## src/rtl/shift_exec_stage.sv

```systemverilog
// Two-entry shifter execution stage: S1 captures requests, S2 registers the
// shifted result for a backpressured consumer.
module shift_exec_stage #(
    parameter int N     = 32,
    parameter int TAG_W = 4
) (
    input  logic                 clk,
    input  logic                 rst,
    input  logic                 in_valid,
    output logic                 in_ready,
    input  logic [1:0]           in_op,
    input  logic [N-1:0]         in_data,
    input  logic [$clog2(N)-1:0] in_shamt,
    input  logic [TAG_W-1:0]     in_tag,
    input  logic                 flush,
    output logic                 out_valid,
    input  logic                 out_ready,
    output logic [N-1:0]         out_result,
    output logic [TAG_W-1:0]     out_tag,
    output logic                 out_err
);

    localparam int SW = $clog2(N);

    localparam logic [1:0] OP_SLL = 2'b00;
    localparam logic [1:0] OP_SRL = 2'b01;
    localparam logic [1:0] OP_SRA = 2'b10;

    logic             s1_valid;
    logic [1:0]       s1_op;
    logic [N-1:0]     s1_data;
    logic [SW-1:0]    s1_shamt;
    logic [TAG_W-1:0] s1_tag;

    logic             s2_valid;
    logic [N-1:0]     s2_result;
    logic [TAG_W-1:0] s2_tag;
    logic             s2_err;

    logic s2_adv;
    logic s1_adv;
    logic accept;
    logic move;

    logic [N-1:0] sll_res;
    logic [N-1:0] srl_res;
    logic [N-1:0] sra_res;
    logic [N-1:0] shift_res;
    logic         shift_err;

    assign s2_adv   = !s2_valid || out_ready;
    assign s1_adv   = !s1_valid || s2_adv;
    assign in_ready = s1_adv && !flush && !rst;
    assign accept   = in_valid && in_ready;
    assign move     = s1_valid && s2_adv;

    assign sll_res = s1_data << s1_shamt;
    assign srl_res = s1_data >> s1_shamt;
    assign sra_res = $unsigned($signed(s1_data) >>> s1_shamt);

    always_comb begin
        shift_res = s1_data;
        shift_err = 1'b0;
        case (s1_op)
            OP_SLL:  shift_res = sll_res;
            OP_SRL:  shift_res = srl_res;
            OP_SRA:  shift_res = sra_res;
            default: shift_err = 1'b1;
        endcase
    end

    // Valid bits: flush wins over any advance in the same cycle.
    always_ff @(posedge clk or posedge rst) begin
        if (rst) begin
            s1_valid <= 1'b0;
            s2_valid <= 1'b0;
        end else if (flush) begin
            s1_valid <= 1'b0;
            s2_valid <= 1'b0;
        end else begin
            if (s2_adv) s2_valid <= s1_valid;
            if (s1_adv) s1_valid <= accept;
        end
    end

    always_ff @(posedge clk or posedge rst) begin
        if (rst) begin
            s1_op    <= '0;
            s1_data  <= '0;
            s1_shamt <= '0;
            s1_tag   <= '0;
        end else if (accept) begin
            s1_op    <= in_op;
            s1_data  <= in_data;
            s1_shamt <= in_shamt;
            s1_tag   <= in_tag;
        end
    end

    always_ff @(posedge clk or posedge rst) begin
        if (rst) begin
            s2_result <= '0;
            s2_tag    <= '0;
            s2_err    <= 1'b0;
        end else if (move) begin
            s2_result <= shift_res;
            s2_tag    <= s1_tag;
            s2_err    <= shift_err;
        end
    end

    assign out_valid  = s2_valid;
    assign out_result = s2_result;
    assign out_tag    = s2_tag;
    assign out_err    = s2_err;

endmodule

```

## config.mk

```make
export PLATFORM = sky130hd
export DESIGN_NAME = shift_exec_stage
export DESIGN_NICKNAME = d
export VERILOG_FILES = /design/src/rtl/shift_exec_stage.sv
export SDC_FILE = /design/constraint.sdc
export NUM_CORES = 1
export LEC_CHECK = 0
export ABC_AREA = 1
export BUFFER_PORTS_ARGS = -buffer_cell sky130_fd_sc_hd__buf_2
export CORE_MARGIN = 2
export CORE_UTILIZATION = 50
export DETAILED_ROUTE_END_ITERATION = 12
export PLACE_DENSITY = 0.71
export SETUP_SLACK_MARGIN = 0.4
export SYNTH_ARGS = -nofsm -noshare
export SYNTH_HDL_FRONTEND = slang
export SYNTH_SLANG_ARGS = --single-unit
```

## constraint.sdc

```tcl
create_clock -name clk -period 5.92 [get_ports clk]
set_clock_uncertainty 0.05 [all_clocks]
set_input_delay 0.592 -clock clk [delete_from_list [all_inputs] [get_ports clk]]
set_output_delay 0.592 -clock clk [all_outputs]
set_load 0.005 [all_outputs]
```

==> impl_summary.md, run 1 <==
Global routing
The first global-routing pass estimated 38.0 mm of wire. The global-route usage over all layers is about a third. For this run the aggregate overflow at the end of global routing stands at 0. Entering global routing, the biggest net connects 69 pins. The number of antenna violations at the first check in global routing was 1. The number of global-route vias before repair is 7030.

Logic synthesis
The flip-flop cell with the highest count after synthesis is sky130_fd_sc_hd__dfrtp_1. The number of standard cells after synthesis is between 1000 and 1500. Among all cell types in the netlist, the one instantiated most often is sky130_fd_sc_hd__nand3_1. Of all flip-flops after synthesis, the portion carrying an async set or reset was 100%. The flip-flop and latch count after synthesis is 82. The share of synthesized area occupied by flip-flops and latches is 29.0%. Yosys attributes the largest share of cell area to sky130_fd_sc_hd__dfrtp_1 29%, sky130_fd_sc_hd__nand3_1 20%, sky130_fd_sc_hd__nand2_1 15%.

The net count after synthesis is approximately 1100. A synthesized cell averages 6.81 um^2. Yosys printed 0 warnings. Counting instances in the post-synthesis netlist gives the leading cell types as 289 x sky130_fd_sc_hd__nand3_1, 277 x sky130_fd_sc_hd__nand2_1, 82 x sky130_fd_sc_hd__dfrtp_1, 64 x sky130_fd_sc_hd__nor2_1, 37 x sky130_fd_sc_hd__buf_2.

The synthesized design contains 0 enable-type register cells. The fraction of post-synthesis cell area in the top cell type by area is 29.0%. The cell accounting for the most synthesized area is sky130_fd_sc_hd__dfrtp_1.

Yosys mapped the design onto 38 distinct sky130hd cell types. The synthesized area is 7080 um^2.

Drt
The length of the first detailed-routing pass in iterations is 6. The residual DRC count is 0. After detailed routing, the number of vias per cell comes to around 6.2. The vias after detailed routing is around 7900.

The violation count after the first detailed-routing iteration is between 1000 and 1500. The detail route stage leaves a number of antenna-violating nets equal to 0. The wire length per cell is 19.4 um. The total detailed-routing wirelength is 24.5 mm.

Critical path
For the worst setup path, the data required time is 6150 ps. The setup path with the least slack is of type register to register. The kind of launch point of the worst setup path is a register.

Data on the critical path arrives at its endpoint at between 3000 and 4000 ps. The worst setup path is captured at a register. Of all nets on the critical path, the largest fanout is 68.

Clock network
The post-CTS resize count is 0. The number of buffers added to fix hold violations after cts is 0. For this design, the sink count on the clock tree is 82. Clock-pin slew was measured on the worst setup and hold paths at 70 ps. The count of buffers added by post-CTS timing repair for setup is 0.

The H-tree depth reported by CTS is 3. The root buffer cell chosen for the clock tree is sky130_fd_sc_hd__clkbuf_16. The largest buffer count on any clock path is 2. At the later pin of the worst-skew pair, clock insertion delay measures 350 ps. Clock tree synthesis inserted a total of 9 buffers. The CTS tree is done.

Placement
The number of port buffers is 86. OpenSTA, run right after detailed placement, puts the worst setup slack at approximately 2700 ps. The weighted congestion at the end of routability-driven global placement is 0.983. The HPWL after detailed placement is 17.5 mm.

Timing
The highest clock rate is around 300 MHz. The final count of pins violating max slew is 0. The number of hold-slack violations in the final timing report is 0. The final cycle utilization of the critical path is a little under three fifths. The worst max-slew margin expressed relative to the limit is 14.5%. The setup violation total in the final timing report is 0. Hold is met by 275 ps. For the pin with the worst max-slew slack, the measured transition is 1280 ps.

The summed negative setup slack over all endpoints is 0 ps. The smallest clock period supported by the final layout is computed as 3350 ps. Setup repair after global routing left no endpoint under its margin. The least setup slack across all paths after layout is between 2000 and 3000 ps.

Power and ir drop
In this run the power density over the cells is 367 nW/um^2. The worst-case vdd ir drop is 0.201 mV. The static power due to leakage is 0.00388 uW.

Final layout
Compared with the post-synthesis result, the final layout area differs by 8.75%. The post-route netlist has approximately 21% of its cells at a drive strength greater than 1. The end-of-flow core utilization is 55.5%. After the last flow step, the layout net total stands at roughly 1100.

Floorplanning
Once the floorplan was initialized, standard cells occupied 51.0% of the core. The area of the core is roughly 14000 um^2. The die is around 120 um tall. During I/O placement, the number of pins put on the boundary was 87.

The floorplan has 43 rows. The die is 123 um wide. The die covers 15100 um^2.

Status
The flow ran to the end, and the final reports show no timing, DRC or antenna violations.

Hold path
The worst hold path belongs to the class input port to asynchronous set/reset pin.

Run
Across the run, the number of max-cap violations was 0.
## cell type report
type,instances,area (um^2)
clock buffer,10,239
timing repair buffer,95,498
clock inverter,6,72.6
antenna,1,2.50
inverter,39,155
fill,1411,6180
multi-input combinational,848,4450
sequential,82,2050
tap,180,225
## sequential cells by signal, summed over array words and instances, names as in the netlist, 2 cells and up
name / count
out_tag: 4
s1_shamt: 5
out_result: 32
s1_tag: 4
s1_data: 32
s1_op: 2
## worst max-delay path: stages, from the launching register on
cell and delay [ps]:
sky130_fd_sc_hd__dfrtp_2 1220, sky130_fd_sc_hd__inv_2 830, sky130_fd_sc_hd__nand3_2 300, sky130_fd_sc_hd__nand3_1 120, sky130_fd_sc_hd__nand3_1 120, sky130_fd_sc_hd__nand3_1 200
sky130_fd_sc_hd__nand2_1 120, sky130_fd_sc_hd__nand2_1 50, sky130_fd_sc_hd__o21ai_1 110, sky130_fd_sc_hd__nand2_1 70, sky130_fd_sc_hd__nand2_1 60
## metal layers
| metal | track usage (%) | up-vias | wire length [um] |
|---|---|---|---|
| met4 | 16.1 | 0 | 1270 |
| met3 | 7.43 | 98 | 2680 |
| met1 | 47.3 | 3649 | 10300 |
| met2 | 46.9 | 498 | 10300 |
| met5 | 0 | - | 0 |
| li1 | - | 3629 | - |
## power by group
group	leakage, uW	switching [uW]	internal, uW
Sequential	0.000990	199	699
Clock	0.000150	260	343
Combinational	0.00274	866	458
Total	0.00388	1330	1500
## cell families after synthesis
family / count (synthesis) / synth area share, %
compound gates: 114 / 10.0
simple gates: 703 / 47.9
flops: 82 / 29.0
mux: 31 / 4.93
buf+inv: 110 / 8.17
## path summary, 6_finish.rpt
| path | start | end | slack (ps) | cells past startpoint |
|---|---|---|---|---|
| min reg2reg | s1_tag[3] | out_tag[3] | 430 | 2 |
| min | rst | s1_data[25] | 280 | 2 |
| max in group asynchronous | rst | s1_shamt[2] | 4530 | 3 |
| min in group clk | flush | out_valid | 360 | 2 |
| max reg2reg | s1_shamt[1] | out_result[23] | 2570 | 10 |
| max | s1_shamt[1] | out_result[23] | 2570 | 10 |
## per-stage QoR
stage	std cells	total power, uW	instance area (um^2)
final	1261	2830	7700
after global routing	1260	3000	7700
after CTS	1260	2790	7700
after detailed placement	1244	2180	7380
after global placement	1244	2170	7380
after floorplan	1040	1810	7080
## cells in the final DEF (no fill, tap or decap), drive strengths merged
master,synthesis,routed
nor3,1,1
nand2,313,313
clkinvlp,0,1
nor4,1,1
a22oi,21,21
o211ai,15,15
clkinv,0,3
a21boi,2,2
dfrtp,82,82
a21oi,33,33
buf,59,95
o21a,1,1
clkbuf,12,10
and2,2,2
nand4,4,4
nand3,307,307
nor2,74,74
diode,0,1
inv,39,40
mux2,31,31
o21ai,41,41
nand3b,1,1
o21bai,1,1
bufinv,0,1
(Power assumes the default switching activity.)
==> run 2: changes to the inputs <==
Settings changed: PLACE_DENSITY 0.71 to 0.74.
Clock period 5.92 ns to 3 ns, I/O delays scaled along.
==> impl_summary.md, run 2 (synthesis gave the netlist of run 1 again) <==
Power and ir drop
The worst-case vdd ir drop is 0.505 mV (+150%). The static power due to leakage is 0.00396 uW (+1.9%). The power per standard cell area was 720 nW/um^2 (+96%).

Critical path
The cell family contributing the most delay on the critical path is simple AND/OR/NAND/NOR gates. The launch point of the worst reg-to-reg path is s1_shamt[0]. The kind of launch point of the worst setup path is a register. The buffers plus inverters on the worst setup path is 2 (+1). The data arrival at the endpoint of the critical path is 2400 ps (-1180 ps). The largest fanout of any net on the critical path is 34 (-50%). The slowest stage of the critical path belongs to the cell sky130_fd_sc_hd__dfrtp_1. In this design, the critical path's most frequently occurring cell is sky130_fd_sc_hd__nand2_1.

The data required time at the worst endpoint is 3190 ps (-2960 ps). In this run the worst setup path begins at s1_shamt[0]. The classification of the worst setup path is register to register. The capturing element type of the critical path is a register. The biggest cell delay along the critical path is 440 ps (-780 ps).

The critical path goes through buf_4 > nor2_1 > inv_1 > nand2_1 > nand3_1 > nand2_1 > nand2_1 > o21ai_1 > nor2_1 > nand2_1 > nand2_1 > nand2_1.

Clock network
The post-CTS resize count was 0 (unchanged). The insertion delay to the later sink of the worst-skew pair came to 350 ps (about the same). The number of buffers added to fix hold violations after cts is 0 (unchanged). The count of buffers added by post-CTS timing repair for setup is 0 (unchanged). TritonCTS built the clock tree. The CTS buffer count was 9 (unchanged).

The count of clock tree sinks came to 82 (unchanged). The H-tree depth reported by CTS came to 3 (unchanged). The CTS root buffer is sky130_fd_sc_hd__clkbuf_16.

The largest buffer count on any clock path is 2 (unchanged). The clock-pin slew on the worst setup and hold paths came to 70 ps (about the same).

Placement
The weighted congestion at the end of routability-driven global placement is 1.06 (+8.1%). The HPWL after detailed placement was 19.8 mm (+13%). The pre-CTS setup slack came to 893 ps (-1830 ps). The count of placed standard cells including taps came to 1256 (+0.96%).

The instance area at placement came to 7520 um^2 (+1.9%). The number of port buffers is 86 (unchanged).

Global routing
The global-route usage over all layers is 35.3% (+2.3 points). The pin count of the biggest net entering global routing is 45 (-35%). The number of global-route vias before repair came to 7166 (+1.9%). The wire length of the first global-routing pass was 40.5 mm (+6.5%). The number of antenna violations at the first check in global routing is 0 (-1). The aggregate global routing overflow is 0 (unchanged).

Final layout
The proportion of layout cells with a drive suffix above 1 is 22.3% (+0.79 points). The most frequent standard cell in the layout excluding fill and tap cells is sky130_fd_sc_hd__nand3_1. The library cells used most frequently in the layout, excluding fill and tap cells, are 289 x sky130_fd_sc_hd__nand3_1, 276 x sky130_fd_sc_hd__nand2_1, 86 x sky130_fd_sc_hd__buf_2.

The area added between synthesis and finish is 10.5%. The count of non-filler cells in the finished layout is 1271 (+0.79%). The cell area after layout is 7830 um^2 (+1.6%). The number of nets in the finished design is 1135 (+1.1%). The number of antenna cells inserted is 0 (-1).

Drt
The wire length per cell came to 20.3 um (+4.8%). The total detailed-routing wirelength is 25.8 mm (+5.7%). The vias after detailed routing is 7831 (-0.55%). The length of the first detailed-routing pass in iterations is 6 (unchanged). The post-detailed-route count of antenna-violating nets was 0 (unchanged).

The violation count after the first detailed-routing iteration was 1085 (-16%). The residual DRC count came to 0 (unchanged). The detail-routed via count per cell is 6.16 (-1.3%).

Timing
The setup violation total in the final timing report is 0 (unchanged). Setup repair after global routing left no endpoint under its margin. The summed negative setup slack over all endpoints is 0 ps (unchanged).

The number of hold-slack violations in the final timing report is 0 (unchanged). The shortest clock period the worst path allows after layout came to 2210 ps (-1140 ps). The slew at the pin closest to its max-slew limit came to 844 ps (-439 ps).

The final count of pins violating max slew is 0 (unchanged). The highest clock rate is 453 MHz (+52%). The worst max-slew margin expressed relative to the limit came to 43.5% (+29 points). The worst hold margin is 6.91 ps (-268 ps). The least setup slack across all paths after layout is 791 ps (-1780 ps). The final cycle utilization of the critical path is 73.6% (+17 points).

Floorplanning
The die span in y is 123 um (unchanged). The area of the core is 13900 um^2 (unchanged). The I/O pin count is 87 (unchanged). The site row count is 43 (unchanged). The horizontal die dimension is 123 um (unchanged).

The initial core utilization came to 51.0% (unchanged). The area enclosed by the die boundary is 15100 um^2 (unchanged).

Status
The run finished with clean final reports.

Hold path
The class of the worst hold path is input port to asynchronous set/reset pin.

Run
The max-cap violation count came to 0 (unchanged).
==> run 2: area by class of cell <==
type | instances | area [um^2]
flip-flops and latches | 82 | 2050
multi-input cells | 848 | 4450
fillers | 1367 | 6060
clock buffers | 10 | 239
well taps | 180 | 225
repair buffers | 107 | 638
clock inverters | 5 | 61.3
inverters | 39 | 155
==> run 2: worst paths after layout <==
kind,slack (ps),end,cells after the start
worst max-delay path,790,out_result[22],12
worst min-delay path,7,out_result[27],2
worst max register to register,790,out_result[22],12
worst min register to register,430,out_tag[3],2
max in group asynchronous,2190,s1_shamt[1],3
min in group clk,80,out_valid,2
==> run 2: report_power, final <==
| group | total, uW | leakage [uW] | internal (uW) | switching [uW] |
|---|---|---|---|---|
| sequential | 1740 | 0.000990 | 1380 | 363 |
| clock | 1130 | 0.000149 | 669 | 460 |
| combinational | 2760 | 0.00282 | 954 | 1810 |
| total | 5640 | 0.00396 | 3000 | 2630 |
==> run 2: per-stage QoR <==
step	utilization, %	power (uW)
after floorplan	-	3570
after global placement	54.2	4430
after detailed placement	54.2	4430
after CTS	56.4	5570
after global routing	56.4	5990
final	56.4	5640
==> run 2: worst reg2reg max path, delay by kind of cell, from the launching register on <==
kind	cells	cell delay, ps
AOI/OAI and AO/OA	1	60
buffers and inverters	2	570
DFF	1	440
and+or+nand+nor	9	990
==> run 2: layer usage <==
layer	global-route usage, %	wire (um)
met1	51.6	11100
met5	0	0
met4	13.1	947
met3	7.20	2930
met2	51.4	10800
